<file path="src/rtl/lbist_scan_controller.sv">
// rtl/lbist_scan_controller.sv - logic-BIST sequencer: LFSR stimulus, scan/capture control, MISR signature check
//
// Ports:
//   CK, RST            clock (rising edge), asynchronous active-high reset
//   START              begin a run (honoured only in IDLE or DONE)
//   GOLDEN[31:0]       expected final signature, sampled in COMPARE
//   SCAN_OUT           last flop of the core scan chain
//   PO[PO_WIDTH-1:0]   core primary outputs, compacted at capture
//   SCAN_IN            first flop of the core scan chain
//   SE                 scan enable (1 = shift, 0 = functional/capture)
//   CAPTURE            one-cycle core clock-enable for the capture cycle
//   PI[PI_WIDTH-1:0]   core primary inputs, stable through capture
//   BUSY, DONE, PASS   run status; PASS valid only while DONE = 1
//   SIGNATURE[31:0]    current MISR contents

module lbist_scan_controller #(
   parameter int          CHAIN_LEN  = 19,
   parameter int          PI_WIDTH   = 35,
   parameter int          PO_WIDTH   = 24,
   parameter int          N_PATTERNS = 256,
   parameter logic [31:0] SEED       = 32'hACE1_0001
) (
   input  logic                CK,
   input  logic                RST,
   input  logic                START,
   input  logic [31:0]         GOLDEN,
   input  logic                SCAN_OUT,
   input  logic [PO_WIDTH-1:0] PO,
   output logic                SCAN_IN,
   output logic                SE,
   output logic                CAPTURE,
   output logic [PI_WIDTH-1:0] PI,
   output logic                BUSY,
   output logic                DONE,
   output logic                PASS,
   output logic [31:0]         SIGNATURE
);

   localparam int SC_W = $clog2(CHAIN_LEN + 1);
   localparam int PC_W = $clog2(N_PATTERNS + 1);
   localparam logic [SC_W-1:0] SC_LAST = SC_W'(CHAIN_LEN - 1);
   localparam logic [PC_W-1:0] PC_LAST = PC_W'(N_PATTERNS - 1);

   typedef enum logic [2:0] {
      S_IDLE, S_SHIFT, S_CAPTURE, S_UNLOAD, S_COMPARE, S_DONE
   } state_t;

   // x^32 + x^22 + x^2 + x + 1, shifting toward bit 0 (bit 0 is the output)
   function automatic logic [31:0] poly_step(input logic [31:0] v);
      return {v[31] ^ v[21] ^ v[1] ^ v[0], v[31:1]};
   endfunction

   state_t              state_q;
   logic [31:0]         lfsr_q, lfsr_d;
   logic [31:0]         misr_q, misr_d;
   logic [PI_WIDTH-1:0] pi_q, pi_d;
   logic [SC_W-1:0]     shift_cnt_q;
   logic [PC_W-1:0]     pat_cnt_q;
   logic                scan_in_q, se_q, capture_q, busy_q, done_q, pass_q;
   logic [31:0]         po_fold;

   // Primary outputs folded into 32-bit chunks; missing upper bits act as zero.
   always_comb begin
      po_fold = '0;
      for (int i = 0; i < PO_WIDTH; i++) begin
         po_fold[i % 32] = po_fold[i % 32] ^ PO[i];
      end
   end

   always_comb begin
      lfsr_d = poly_step(lfsr_q);
      pi_d   = (pi_q << 1) | PI_WIDTH'(lfsr_q[31]);
      misr_d = poly_step(misr_q) ^ ((state_q == S_CAPTURE) ? po_fold : {31'b0, SCAN_OUT});
   end

   // Outputs are registered alongside the state: each branch loads the value
   // the output must show in the state being entered.
   always_ff @(posedge CK or posedge RST) begin
      if (RST) begin
         state_q     <= S_IDLE;
         lfsr_q      <= SEED;
         misr_q      <= '0;
         pi_q        <= '0;
         shift_cnt_q <= '0;
         pat_cnt_q   <= '0;
         scan_in_q   <= 1'b0;
         se_q        <= 1'b0;
         capture_q   <= 1'b0;
         busy_q      <= 1'b0;
         done_q      <= 1'b0;
         pass_q      <= 1'b0;
      end else begin
         case (state_q)
            S_IDLE, S_DONE: begin
               if (START) begin
                  state_q     <= S_SHIFT;
                  lfsr_q      <= SEED;
                  misr_q      <= '0;
                  shift_cnt_q <= '0;
                  pat_cnt_q   <= '0;
                  done_q      <= 1'b0;
                  pass_q      <= 1'b0;
                  busy_q      <= 1'b1;
                  se_q        <= 1'b1;
                  scan_in_q   <= SEED[0];
               end
            end
            S_SHIFT: begin
               lfsr_q <= lfsr_d;
               pi_q   <= pi_d;
               // Pattern 0 unloads the unknown power-up chain contents; skip them.
               if (pat_cnt_q != '0) begin
                  misr_q <= misr_d;
               end
               if (shift_cnt_q == SC_LAST) begin
                  state_q     <= S_CAPTURE;
                  shift_cnt_q <= '0;
                  se_q        <= 1'b0;
                  scan_in_q   <= 1'b0;
                  capture_q   <= 1'b1;
               end else begin
                  shift_cnt_q <= shift_cnt_q + SC_W'(1);
                  scan_in_q   <= lfsr_d[0];
               end
            end
            S_CAPTURE: begin
               misr_q    <= misr_d;
               pat_cnt_q <= pat_cnt_q + PC_W'(1);
               capture_q <= 1'b0;
               se_q      <= 1'b1;
               if (pat_cnt_q == PC_LAST) begin
                  state_q   <= S_UNLOAD;
                  scan_in_q <= 1'b0;
               end else begin
                  state_q   <= S_SHIFT;
                  scan_in_q <= lfsr_q[0];
               end
            end
            S_UNLOAD: begin
               misr_q <= misr_d;
               if (shift_cnt_q == SC_LAST) begin
                  state_q     <= S_COMPARE;
                  shift_cnt_q <= '0;
                  se_q        <= 1'b0;
               end else begin
                  shift_cnt_q <= shift_cnt_q + SC_W'(1);
               end
            end
            S_COMPARE: begin
               state_q <= S_DONE;
               pass_q  <= (misr_q == GOLDEN);
               busy_q  <= 1'b0;
               done_q  <= 1'b1;
            end
            default: begin
               state_q <= S_IDLE;
            end
         endcase
      end
   end

   assign SCAN_IN   = scan_in_q;
   assign SE        = se_q;
   assign CAPTURE   = capture_q;
   assign PI        = pi_q;
   assign BUSY      = busy_q;
   assign DONE      = done_q;
   assign PASS      = pass_q;
   assign SIGNATURE = misr_q;

endmodule
</file>
<file path="config.mk">
export PLATFORM = sky130hd
export DESIGN_NAME = lbist_scan_controller
export DESIGN_NICKNAME = d
export VERILOG_FILES = /design/src/rtl/lbist_scan_controller.sv
export SDC_FILE = /design/constraint.sdc
export NUM_CORES = 1
export LEC_CHECK = 0
export BUFFER_PORTS_ARGS = -buffer_cell sky130_fd_sc_hd__clkbuf_2
export CORE_UTILIZATION = 55
export CTS_CLUSTER_DIAMETER = 120
export DETAILED_ROUTE_END_ITERATION = 8
export GPL_ROUTABILITY_DRIVEN = 0
export PLACE_DENSITY = 0.81
export SYNTH_ARGS = -nofsm -noshare
export SYNTH_HDL_FRONTEND = slang
export SYNTH_SLANG_ARGS = --single-unit
export TNS_END_PERCENT = 30
</file>
<file path="constraint.sdc">
create_clock -name CK -period 5.63 [get_ports CK]
set_input_delay 0 -clock CK [delete_from_list [all_inputs] [get_ports CK]]
set_output_delay 0 -clock CK [all_outputs]
set_load 0.05 [all_outputs]
</file>
=== Word level (Yosys, flattened, before mapping) ===
Index checks and enable logic that the tools add are counted.

* Register bits after elaboration: 122
* Input port bits: 60
* Output and inout port bits: 73
* Logic and storage cells: 85

* Add/subtract/negate cells: 2
* Eq/ne operators: 13
* Muxes and demuxes: 28
* Bitwise gates (word level): 8
* Reduce and logical (&&, ||, !) cells: 22

{| class="wikitable"
|+ Operators with widths
! operator !! number
|-
| 32-bit two-way mux || 3
|-
| 32-bit one-hot mux with 3 select lines || 1
|-
| 32-bit one-hot mux with 2 select lines || 1
|-
| 35-bit by 1-bit OR with 35-bit output || 1
|-
| 32-bit equality test || 1
|-
| 32-bit by 24-bit XOR with 32-bit output || 1
|-
| 24-bit two-way mux || 1
|-
| 9-bit one-hot mux with 2 select lines || 1
|-
| 3-bit one-hot mux with 5 select lines || 1
|-
| 2-bit AND reduction || 6
|-
| 5-bit two-way mux || 2
|-
| 5-bit one-hot mux with 2 select lines || 1
|-
| 2-bit nonzero test || 5
|-
| 9-bit by 1-bit adder with 9-bit output (second input constant) || 1
|-
| 9-bit by 8-bit equality test with 1-bit output (second input constant) || 1
|-
| 3-bit two-way mux || 3
|-
| 9-bit two-way mux || 1
|-
| 3-bit AND reduction || 3
|-
| 3-bit nonzero test || 3
|-
| 9-bit nonzero test || 1
|-
| 2-bit != test (second input constant) || 4
|-
| 1-bit one-hot mux with 2 select lines || 4
|-
| 3-bit by 2-bit equality test with 1-bit output (second input constant) || 2
|-
| 3-bit equality test (second input constant) || 2
|-
| other kinds (10) || 23
|}

=== Depth between registers and ports, before layout ===
Gate-level depths: netlist (run 1).

* Depth in word-level cells: 6
* Mapped depth: 8
* Depth with buffers taken out: 7

=== Worst setup path after synthesis (run 1) ===
No wires, ideal clock.

* Kind: register to register
* Start: register pat_cnt_q[0]
* End: register misr_q[1], in the netlist SIGNATURE[1]
* Setup time: 95 ps
* Data arrival time: 1,546 ps
* Data required time: 5,535 ps
* Slack: 3,989 ps
* Cell stages (with the launch flop): 9
* Path buffers: 1
* Period minus slack after synthesis: 1,641 ps
* Path through: dfrtp_1 inv_1 ha_1 nor4b_1 nand3_1 a2bb2oi_4 buf_2 nand2_1 o31ai_1

* Cells in the longest elaborated chain, start to end: 3

{| class="wikitable"
|+ RTL lines
! element !! line !! source
|-
| start, declared || 58 || <nowiki>logic [PC_W-1:0] pat_cnt_q;</nowiki>
|-
| start signal, assigned || 128 || <nowiki>pat_cnt_q <= pat_cnt_q + PC_W'(1);</nowiki>
|-
| 9-bit nonzero test || 112 || <nowiki>if (pat_cnt_q != '0) begin</nowiki>
|-
| 2-bit != test (no source line) || - ||
|-
| 3-bit AND reduction (no source line) || - ||
|-
| end signal, assigned || 113 || <nowiki>misr_q <= misr_d;</nowiki>
|-
| end signal, assigned || 127 || <nowiki>misr_q <= misr_d;</nowiki>
|-
| end signal, assigned || 140 || <nowiki>misr_q <= misr_d;</nowiki>
|-
| end, declared || 55 || <nowiki>logic [31:0] misr_q, misr_d;</nowiki>
|}

Every way passes these cells.
A chain may end at the register's enable or synchronous reset.

=== Worst setup path after layout (run 1) ===
* Start: register misr_q[23], in the netlist SIGNATURE[23]
* End: register pass_q, in the netlist PASS

* Cells in the longest elaborated chain, start to end: 2

{| class="wikitable"
|+ RTL lines
! element !! line !! source
|-
| 32-bit equality test || 151 || <nowiki>pass_q <= (misr_q == GOLDEN);</nowiki>
|-
| 1-bit one-hot mux with 2 select lines || 93 || <nowiki>case (state_q)</nowiki>
|-
| end signal, assigned || 151 ||
|-
| end, declared || 59 || <nowiki>logic scan_in_q, se_q, capture_q, busy_q, done_q, pass_q;</nowiki>
|}

Every way passes these cells.

==> results of run 1 <==
-- per-layer routing --
layer | wire length, um | vias up | global-route usage (%)
met4 | 594 | 0 | 16.8
met3 | 822 | 54 | 6.39
met1 | 5850 | 2432 | 33.9
met5 | 0 | - | 0
met2 | 7480 | 222 | 48.7
li1 | - | 2379 | -
-- registers in the layout, summed over array words and instances (netlist names), 3 cells and up --
name         flops
PI              35
state_q          3
SIGNATURE       32
lfsr_q          32
shift_cnt_q      5
pat_cnt_q        9
-- cells in the final DEF, fill, tap and decap left out, types with 2 or more instances in the layout --
| cell type | count |
|---|---|
| nand2_1 | 245 |
| clkbuf_2 | 132 |
| dfrtp_1 | 113 |
| o21ai_0 | 55 |
| xnor2_1 | 33 |
| xor2_1 | 32 |
| dlygate4sd3_1 | 31 |
| o31ai_1 | 26 |
| clkbuf_16 | 16 |
| nor2_1 | 14 |
| nand4_1 | 11 |
| dfstp_2 | 9 |
| inv_1 | 6 |
| nand3_1 | 6 |
| ha_1 | 5 |
| clkinv_2 | 5 |
| clkbuf_1 | 5 |
| nand2b_1 | 4 |
| a21oi_1 | 4 |
| a31oi_1 | 4 |
| nor3_1 | 4 |
| buf_4 | 4 |
| bufinv_16 | 3 |
| o21a_1 | 2 |
| o22a_1 | 2 |
| or2_2 | 2 |
| o21ai_1 | 2 |
| nand3b_1 | 2 |
| clkbuf_8 | 2 |
-- critical path, delay by kind of cell, from the launching register on --
kind	cells	cell delay, ns
compound gates	1	0.07
xor+xnor	1	0.28
flops	1	0.47
buf+inv	3	1.75
simple gates	3	0.37
-- kinds of logic (layout without fill, tap and decap cells) --
group	count (synthesis)	after routing	synth area share (%)
muxes	1	1	0.174
xor gates and xnor gates	65	65	9.92
DFF	122	122	53.4
buffers and inverters	41	206	3.31
AOI/OAI and AO/OA	101	101	10.9
and+or+nand+nor	298	298	21.2
adders and majority gates	5	5	1.09
-- cell type report --
type	count	area share [%]
timing repair buffer	167	13.7
inverter	7	0.393
tap	133	2.27
clock inverter	9	1.67
clock buffer	23	6.10
multi-input combinational	470	34.0
sequential	122	41.9
-- power breakdown --
group / switching (mW) / internal, mW
clock: 0.370 / 0.681
combinational: 1.71 / 0.615
sequential: 0.356 / 1.28
-- per-stage QoR --
stage | utilization [%] | cell area, um^2
6_report | 73.5 | 7320
5_1_grt | 73.5 | 7320
4_1_cts | 73.5 | 7320
3_5_place_dp | 64.7 | 6440
3_3_place_gp | 64.7 | 6440
2_1_floorplan | - | 5740
-- synth_stat cells, drive strengths merged (6+ instances only) --
master  number
buf         25
clkbuf       9
dfrtp      113
dfstp        9
inv          7
nand2      245
nand3        6
nand4       11
nor2        16
o21ai       57
o31ai       26
xnor2       33
xor2        32
-- worst paths after layout --
| kind | start | slack [ns] | cells after the start | to |
|---|---|---|---|---|
| setup / recovery | SIGNATURE[23] | 2.61 | 8 | PASS |
| hold / removal | RST | 0.24 | 3 | SIGNATURE[24] |
| setup reg to reg | SIGNATURE[23] | 2.61 | 8 | PASS |
| hold reg to reg | lfsr_q[23] | 0.46 | 2 | lfsr_q[22] |
| max in group asynchronous | RST | 4.23 | 4 | pat_cnt_q[6] |
| min in group CK | PO[18] | 0.37 | 5 | SIGNATURE[18] |
==> flow_summary.json, run 1 <==
{
  "cts_sinks": 122,
  "cts_hold_buf": 31,
  "ys_seq_area_share_pct": 53.4,
  "ys_warn_count": 0,
  "p_total_mw": 5.01,
  "synth_edf_count": 0,
  "critPathLaunchType": "flop",
  "drive_gt1_share_pct": 22.3,
  "p_leak_nw": 3.55,
  "synth.area.top_cells": "dfrtp_1 49%, nand2_1 16%, xnor2_1 5.0%, xor2_1 4.9%, o21ai_0 4.8%",
  "drcViolationCount": 0,
  "synth.avg_cell_area_um2": 9.06,
  "die_y_um": 104,
  "drtPass1Iterations": 5,
  "cp_common_cell": "dlygate4sd3_1",
  "cts_buffers": 17,
  "slew_headroom_pct": 22.7,
  "ios": 133,
  "cts_tree": "yes",
  "timing.final.ws_setup_ns": 2.61,
  "critPathMaxFanout": 4,
  "antenna_left": 0,
  "clk_latency_ns": 0.52,
  "path_cells": "xnor2_1 > nand2_1 > dlygate4sd3_1 > nor4_1 > dlygate4sd3_1 > nand4_1 > dlygate4sd3_1 > o21ai_0",
  "placedCellCount": 868,
  "setup-tns-final_ns": 0,
  "required_ns": 6.06,
  "worst_slew_pin_slew_ns": 1.16,
  "crit_type": "reg2reg",
  "finalClockSkew_ns": 0.00768,
  "hold-worst-slack_ns": 0.242,
  "cap_violations": 0,
  "grt_use_total_pct": 28.8,
  "port_buffers": 132,
  "crit_slowest_cell": "dlygate4sd3_1",
  "fin_crit_sh_pct": 53.6,
  "grt_first_pass_wirelength_mm": 24.5,
  "vias_per_cell": 5.46,
  "status": "complete, no violations",
  "end_kind": "flop",
  "layout_min_cycle_time_ns": 3.02,
  "cts.repair.resized": 0,
  "final_nets": 850,
  "dp_hpwl_mm": 9.01,
  "multi_input_area_um2": 2490,
  "post_cts_buffers": 0,
  "synth_seq_cells": 122,
  "grt_max_degree": 75,
  "syn_area_um2": 5740,
  "core-area_um2": 9950,
  "rsz0062_at_grt": "no",
  "cts_root_buf": "clkbuf_8",
  "clkTransAtPathRegs_ns": 0.06,
  "grt_pass1_vias": 5065,
  "nFillCells": 681,
  "finalNonFillerCells": 931,
  "synth_largest_area_cell": "dfrtp_1",
  "synthesis.nets": 698,
  "synth.distinct_cells": 40,
  "ys_async_sr_fraction_pct": 100,
  "dieArea_um2": 10800,
  "post_drt_wl_per_cell_um": 15.8,
  "arrival_ns": 3.45,
  "synth_top_area_share_pct": 49.3,
  "powerDensity_nw_per_um2": 684,
  "synth_top_flop_cell": "dfrtp_1",
  "fmax_ghz": 0.331,
  "grt_overflow_total": 0,
  "syn_to_final_growth_pct": 27.6,
  "worstHoldPathType": "in2async",
  "dr_total_vias": 5087,
  "start_util_pct": 57.6,
  "synthesis.instances": 633,
  "cts_max_level": 4,
  "ir_worst_vdd_uv": 408,
  "wirelength_mm": 14.7,
  "antenna_found_initial": 0,
  "cts.path.max_buffers": 2,
  "row_count": 36,
  "hold_viol_final": 0,
  "report.final.slew_viol_count": 0,
  "antennaDiodeCount": 0,
  "preCtsSetupSlack_ns": 3.19,
  "die_x_um": 104,
  "drtIter0Drc": 361,
  "finalSetupViolations": 0,
  "cpPeakStageDelay_ns": 0.59,
  "regArea_um2": 3060
}
Note: power is estimated with default switching activity, not from simulation.
==> run 2, diff against run 1 <==
CORE_UTILIZATION = 54   (was 55)
PLACE_DENSITY = 0.8   (was 0.81)
clock period = 3.15 ns   (was 5.63 ns; I/O delays follow)
==> run 2 against run 1 <==
Compared with the run above: die area rose by 1.8%; largest cell class unchanged; core utilization fell by 1.8 points; critical endpoint unchanged; largest power group unchanged; via count barely moved.
==> flow_summary.json, run 2 (synthesis results as in run 1) <==
{
  "vias_per_cell": 5.43,
  "multi_input_area_um2": 2490,
  "nFillCells": 744,
  "clkPwrFrac_pct": 21.7,
  "antennaDiodeCount": 0,
  "drive_gt1_share_pct": 23.1,
  "worstReg2RegStart": "SIGNATURE[23]",
  "p_int_mw": 4.65,
  "dp_hpwl_mm": 9.14,
  "dieArea_um2": 11000,
  "largest_reg_flops": 35,
  "drtIter0Drc": 337,
  "fmax_ghz": 0.344,
  "cts_root_buf": "clkbuf_8",
  "critPathMaxFanout": 4,
  "finalSetupViolations": 0,
  "cts_max_level": 4,
  "final_nets": 853,
  "clk_latency_ns": 0.52,
  "cts_tree": "yes",
  "setup-tns-final_ns": 0,
  "cts.repair.resized": 0,
  "worst_slew_pin_slew_ns": 0.842,
  "cts_sinks": 122,
  "rrSetupSlack_ns": 0.24,
  "grt_overflow_total": 0,
  "crit_type": "reg2reg",
  "status": "complete, no violations",
  "r2r_end": "PASS",
  "layout_commonest_cell": "nand2_1",
  "syn_to_final_growth_pct": 29.0,
  "finalClockSkew_ns": 0.00730,
  "p_leak_nw": 3.57,
  "ios": 133,
  "worstHoldPathType": "in2async",
  "sw_frac_of_total_pct": 48.5,
  "end_kind": "flop",
  "cap_violations": 0,
  "rsz0062_at_grt": "no",
  "grt_pass1_vias": 5035,
  "start_util_pct": 55.6,
  "dr_total_vias": 5089,
  "fin_crit_sh_pct": 92.4,
  "wirelength_mm": 14.4,
  "post_drt_wl_per_cell_um": 15.3,
  "arrival_ns": 3.33,
  "antenna_left": 0,
  "powerDensity_nw_per_um2": 1220,
  "clkTransAtPathRegs_ns": 0.06,
  "antenna_found_initial": 0,
  "cts_buffers": 17,
  "drcViolationCount": 0,
  "ir_worst_vdd_uv": 776,
  "port_buffers": 132,
  "seqPwrFrac_pct": 32.5,
  "p_comb_share_pct": 45.9,
  "grt_use_total_pct": 27.3,
  "grt_first_pass_wirelength_mm": 23.7,
  "mostFrequentLayoutCells": "245 x nand2_1, 132 x clkbuf_2, 113 x dfrtp_1, 55 x o21ai_0, 33 x xnor2_1",
  "switching_power_mw": 4.37,
  "fin_util_pct": 71.7,
  "die_x_um": 105,
  "die_y_um": 105,
  "hold_viol_final": 0,
  "slew_headroom_pct": 43.8,
  "grt_max_degree": 65,
  "drtPass1Iterations": 5,
  "row_count": 37,
  "regArea_um2": 3060,
  "r2r_cells": 8,
  "layout_min_cycle_time_ns": 2.91,
  "required_ns": 3.57,
  "report.final.slew_viol_count": 0,
  "core-area_um2": 10300,
  "critPathLaunchType": "flop",
  "cts.path.max_buffers": 2
}
run 2: routing by layer:
| metal | vias up | share of wire [%] | GRT usage [%] |
|---|---|---|---|
| met1 | 2431 | 42 | 33.5 |
| met5 | - | 0 | 0 |
| met4 | 0 | 2.6 | 12.5 |
| met3 | 41 | 6.4 | 7.11 |
| met2 | 230 | 49 | 45.1 |
| li1 | 2387 | - | - |
run 2: worst max-delay path: stages, from the launching register on:
cell and delay, ns:
dfrtp_1 0.45, xnor2_1 0.20, nand2_1 0.07, dlygate4sd3_1 0.56
nor4_1 0.15, dlygate4sd3_1 0.59, nand4_1 0.11, dlygate4sd3_1 0.59
o21ai_0 0.09
run 2: layout make-up:
cell class,count,share of cell area [%]
clock inverters,13,2.26
well taps,136,2.30
clock buffers,19,5.83
repair buffers,170,14.2
multi-input cells,470,33.6
inverters,7,0.406
flip-flops and latches,122,41.4
run 2: worst max path at each step:
stage	from	to	slack [ns]	cells after the start
CTS	SIGNATURE[23]	PASS	0.32	8
global placement	state_q[2]	PI[30]	1.12	4
global route	SIGNATURE[23]	PASS	0.13	8
floorplan	pat_cnt_q[0]	SIGNATURE[1]	1.51	8
finish	SIGNATURE[23]	PASS	0.24	8
detailed placement	pat_cnt_q[0]	SIGNATURE[31]	0.99	8
run 2: per-stage QoR:
stage                     std cells  hold slack, ns  setup slack [ns]  total power [mW]  area [um^2]
final                           937          0.0424             0.240              9.02         7400
after global routing            937          0.0667             0.127              9.57         7400
after CTS                       937          0.0278             0.321              9.03         7400
after detailed placement        874          0.0315             0.990              7.02         6490
after global placement          874          0.0207              1.12              6.84         6490
after floorplan                 633           0.234              1.51              6.05         5740
run 2: power by group through the flow:
stage / sequential, mW / clock, mW / combinational [mW]
after floorplan: 4.02 / 0 / 2.03
after global placement: 2.88 / 0 / 3.96
after CTS: 2.91 / 1.97 / 4.14
after global routing: 3.01 / 2.04 / 4.53
final: 2.93 / 1.95 / 4.14
after detailed placement: 2.92 / 0 / 4.10
run 2: what timing repair did:
item | 4_1_cts | 5_1_grt
endpoints found under the hold margin | 105 | 0
hold buffers | 31 | 0
setup buffers | 0 | 0
==> run 3, diff against run 2 <==
CORE_MARGIN = 1.5   (was not set)
CORE_UTILIZATION = 35   (was 54)
PLACE_DENSITY = not set   (was 0.8)
==> run 3 against run 2 <==
Compared with the run above: die area increased by 56%; power increased by 0.24%; sequential cell count unchanged; largest cell class unchanged.
==> flow_summary.json, run 3 (synthesis results as in run 1) <==
{
  "status": "complete, no violations",
  "final_nets": 848,
  "drtIter0Drc": 215,
  "dp_hpwl_mm": 9.04,
  "r2r_end": "SIGNATURE[0]",
  "dieArea_um2": 17200,
  "drtPass1Iterations": 5,
  "r2r_cells": 7,
  "fin_crit_sh_pct": 78.7,
  "antennaDiodeCount": 0,
  "end_kind": "flop",
  "placedCellCount": 954,
  "clk_latency_ns": 0.42,
  "required_ns": 3.43,
  "slew_headroom_pct": 40.6,
  "grt_pass1_vias": 4541,
  "largest_reg_flops": 35,
  "finalNonFillerCells": 1012,
  "cts_buffers": 17,
  "drive_gt1_share_pct": 23.4,
  "cts_sinks": 122,
  "wl_met3_um": 747,
  "mostFrequentLayoutCells": "245 x nand2_1, 132 x clkbuf_2, 113 x dfrtp_1, 55 x o21ai_0, 33 x xnor2_1",
  "post_cts_buffers": 0,
  "grt_first_pass_wirelength_mm": 22.6,
  "fmax_ghz": 0.403,
  "start_util_pct": 36.0,
  "drcViolationCount": 0,
  "row_count": 46,
  "worstReg2RegStart": "state_q[2]",
  "post_drt_wl_per_cell_um": 13.5,
  "holdPathEnd": "state_q[2]",
  "finalClockSkew_ns": 0.00640,
  "die_y_um": 131,
  "rrSetupSlack_ns": 0.67,
  "worst_slew_pin_slew_ns": 0.889,
  "hold-worst-slack_ns": 0.0428,
  "cts_tree": "yes",
  "grt_max_degree": 85,
  "layout_commonest_cell": "nand2_1",
  "rsz0062_at_grt": "no",
  "crit_type": "reg2reg",
  "clkTransAtPathRegs_ns": 0.06,
  "critPathLaunchType": "flop",
  "cts_root_buf": "clkbuf_16",
  "wirelength_mm": 13.6,
  "grt_use_total_pct": 17.1,
  "cts.repair.resized": 0,
  "port_buffers": 132,
  "powerDensity_nw_per_um2": 1210,
  "syn_to_final_growth_pct": 30.4,
  "ir_worst_vdd_uv": 655,
  "met1Wirelength_mm": 6.38,
  "hold_start": "START",
  "critPathMaxFanout": 30,
  "worstHoldPathType": "in2reg",
  "antenna_found_initial": 0,
  "dr_total_vias": 4730,
  "antenna_left": 0,
  "layout_min_cycle_time_ns": 2.48,
  "arrival_ns": 2.76,
  "report.final.slew_viol_count": 0,
  "p_leak_nw": 3.56,
  "ios": 133,
  "cap_violations": 0,
  "core-area_um2": 15900,
  "top_layer_used": "met4",
  "finalSetupViolations": 0,
  "cts_max_level": 4,
  "vias_per_cell": 4.67,
  "hold_viol_final": 0,
  "die_x_um": 131,
  "wl_met2_mm": 6.28,
  "nFillCells": 1550,
  "grt_overflow_total": 0,
  "setup-tns-final_ns": 0,
  "holdPathStages": 4,
  "cts.path.max_buffers": 2
}
## run 3: where the power goes
group	internal, mW	total [mW]	switching, mW	leakage [nW]
clock network	1.38	2.08	0.694	0.297
registers	2.28	2.91	0.626	1.56
logic	1.11	4.05	2.94	1.71
## run 3: how the worst max path moves through the flow
stage	startpoint	to	slack, ns	depth (start not counted)
2_1_floorplan	pat_cnt_q[0]	SIGNATURE[1]	1.51	8
3_3_place_gp	pat_cnt_q[0]	SIGNATURE[31]	1.10	8
3_5_place_dp	pat_cnt_q[0]	SIGNATURE[31]	1.09	8
4_1_cts	state_q[2]	SIGNATURE[0]	0.65	7
5_1_grt	state_q[2]	SIGNATURE[0]	0.51	7
6_report	state_q[2]	SIGNATURE[0]	0.67	7
## run 3: metrics by stage
step | power, mW | instance area (um^2) | utilization (%) | setup WS, ns
floorplan | 6.05 | 5740 | - | 1.51
global placement | 6.94 | 6580 | 41.3 | 1.10
detailed placement | 7.00 | 6580 | 41.3 | 1.09
CTS | 9.14 | 7480 | 46.9 | 0.653
global route | 9.69 | 7480 | 46.9 | 0.509
finish | 9.04 | 7480 | 46.9 | 0.670
## run 3: cell type report
cell class	count	area, um^2	area share [%]
clock buffer	21	470	6.29
multi-input combinational	470	2490	33.3
timing repair buffer	165	986	13.2
tap	216	270	3.61
clock inverter	11	168	2.24
inverter	7	30.0	0.401
sequential	122	3060	41.0
## run 3: layer usage
layer  global-route usage, %  vias up
li1                        -     2378
met5                       0        -
met2                    27.5      137
met1                    21.8     2197
met3                    4.68       18
met4                    6.66        0
## run 3: what timing repair did
item / in CTS / in global routing
hold endpoints to repair: 62 / 0
setup endpoints to repair: 0 / 0
hold buffers: 26 / 0
## run 3: worst max-delay path: stages, from the launching register on
cell and delay [ns]:
dfrtp_1 0.61, nor2_2 0.23, and2_1 0.14, buf_4 0.32, mux2i_1 0.22, dlygate4sd3_1 0.58
xor2_1 0.15, o31ai_1 0.07
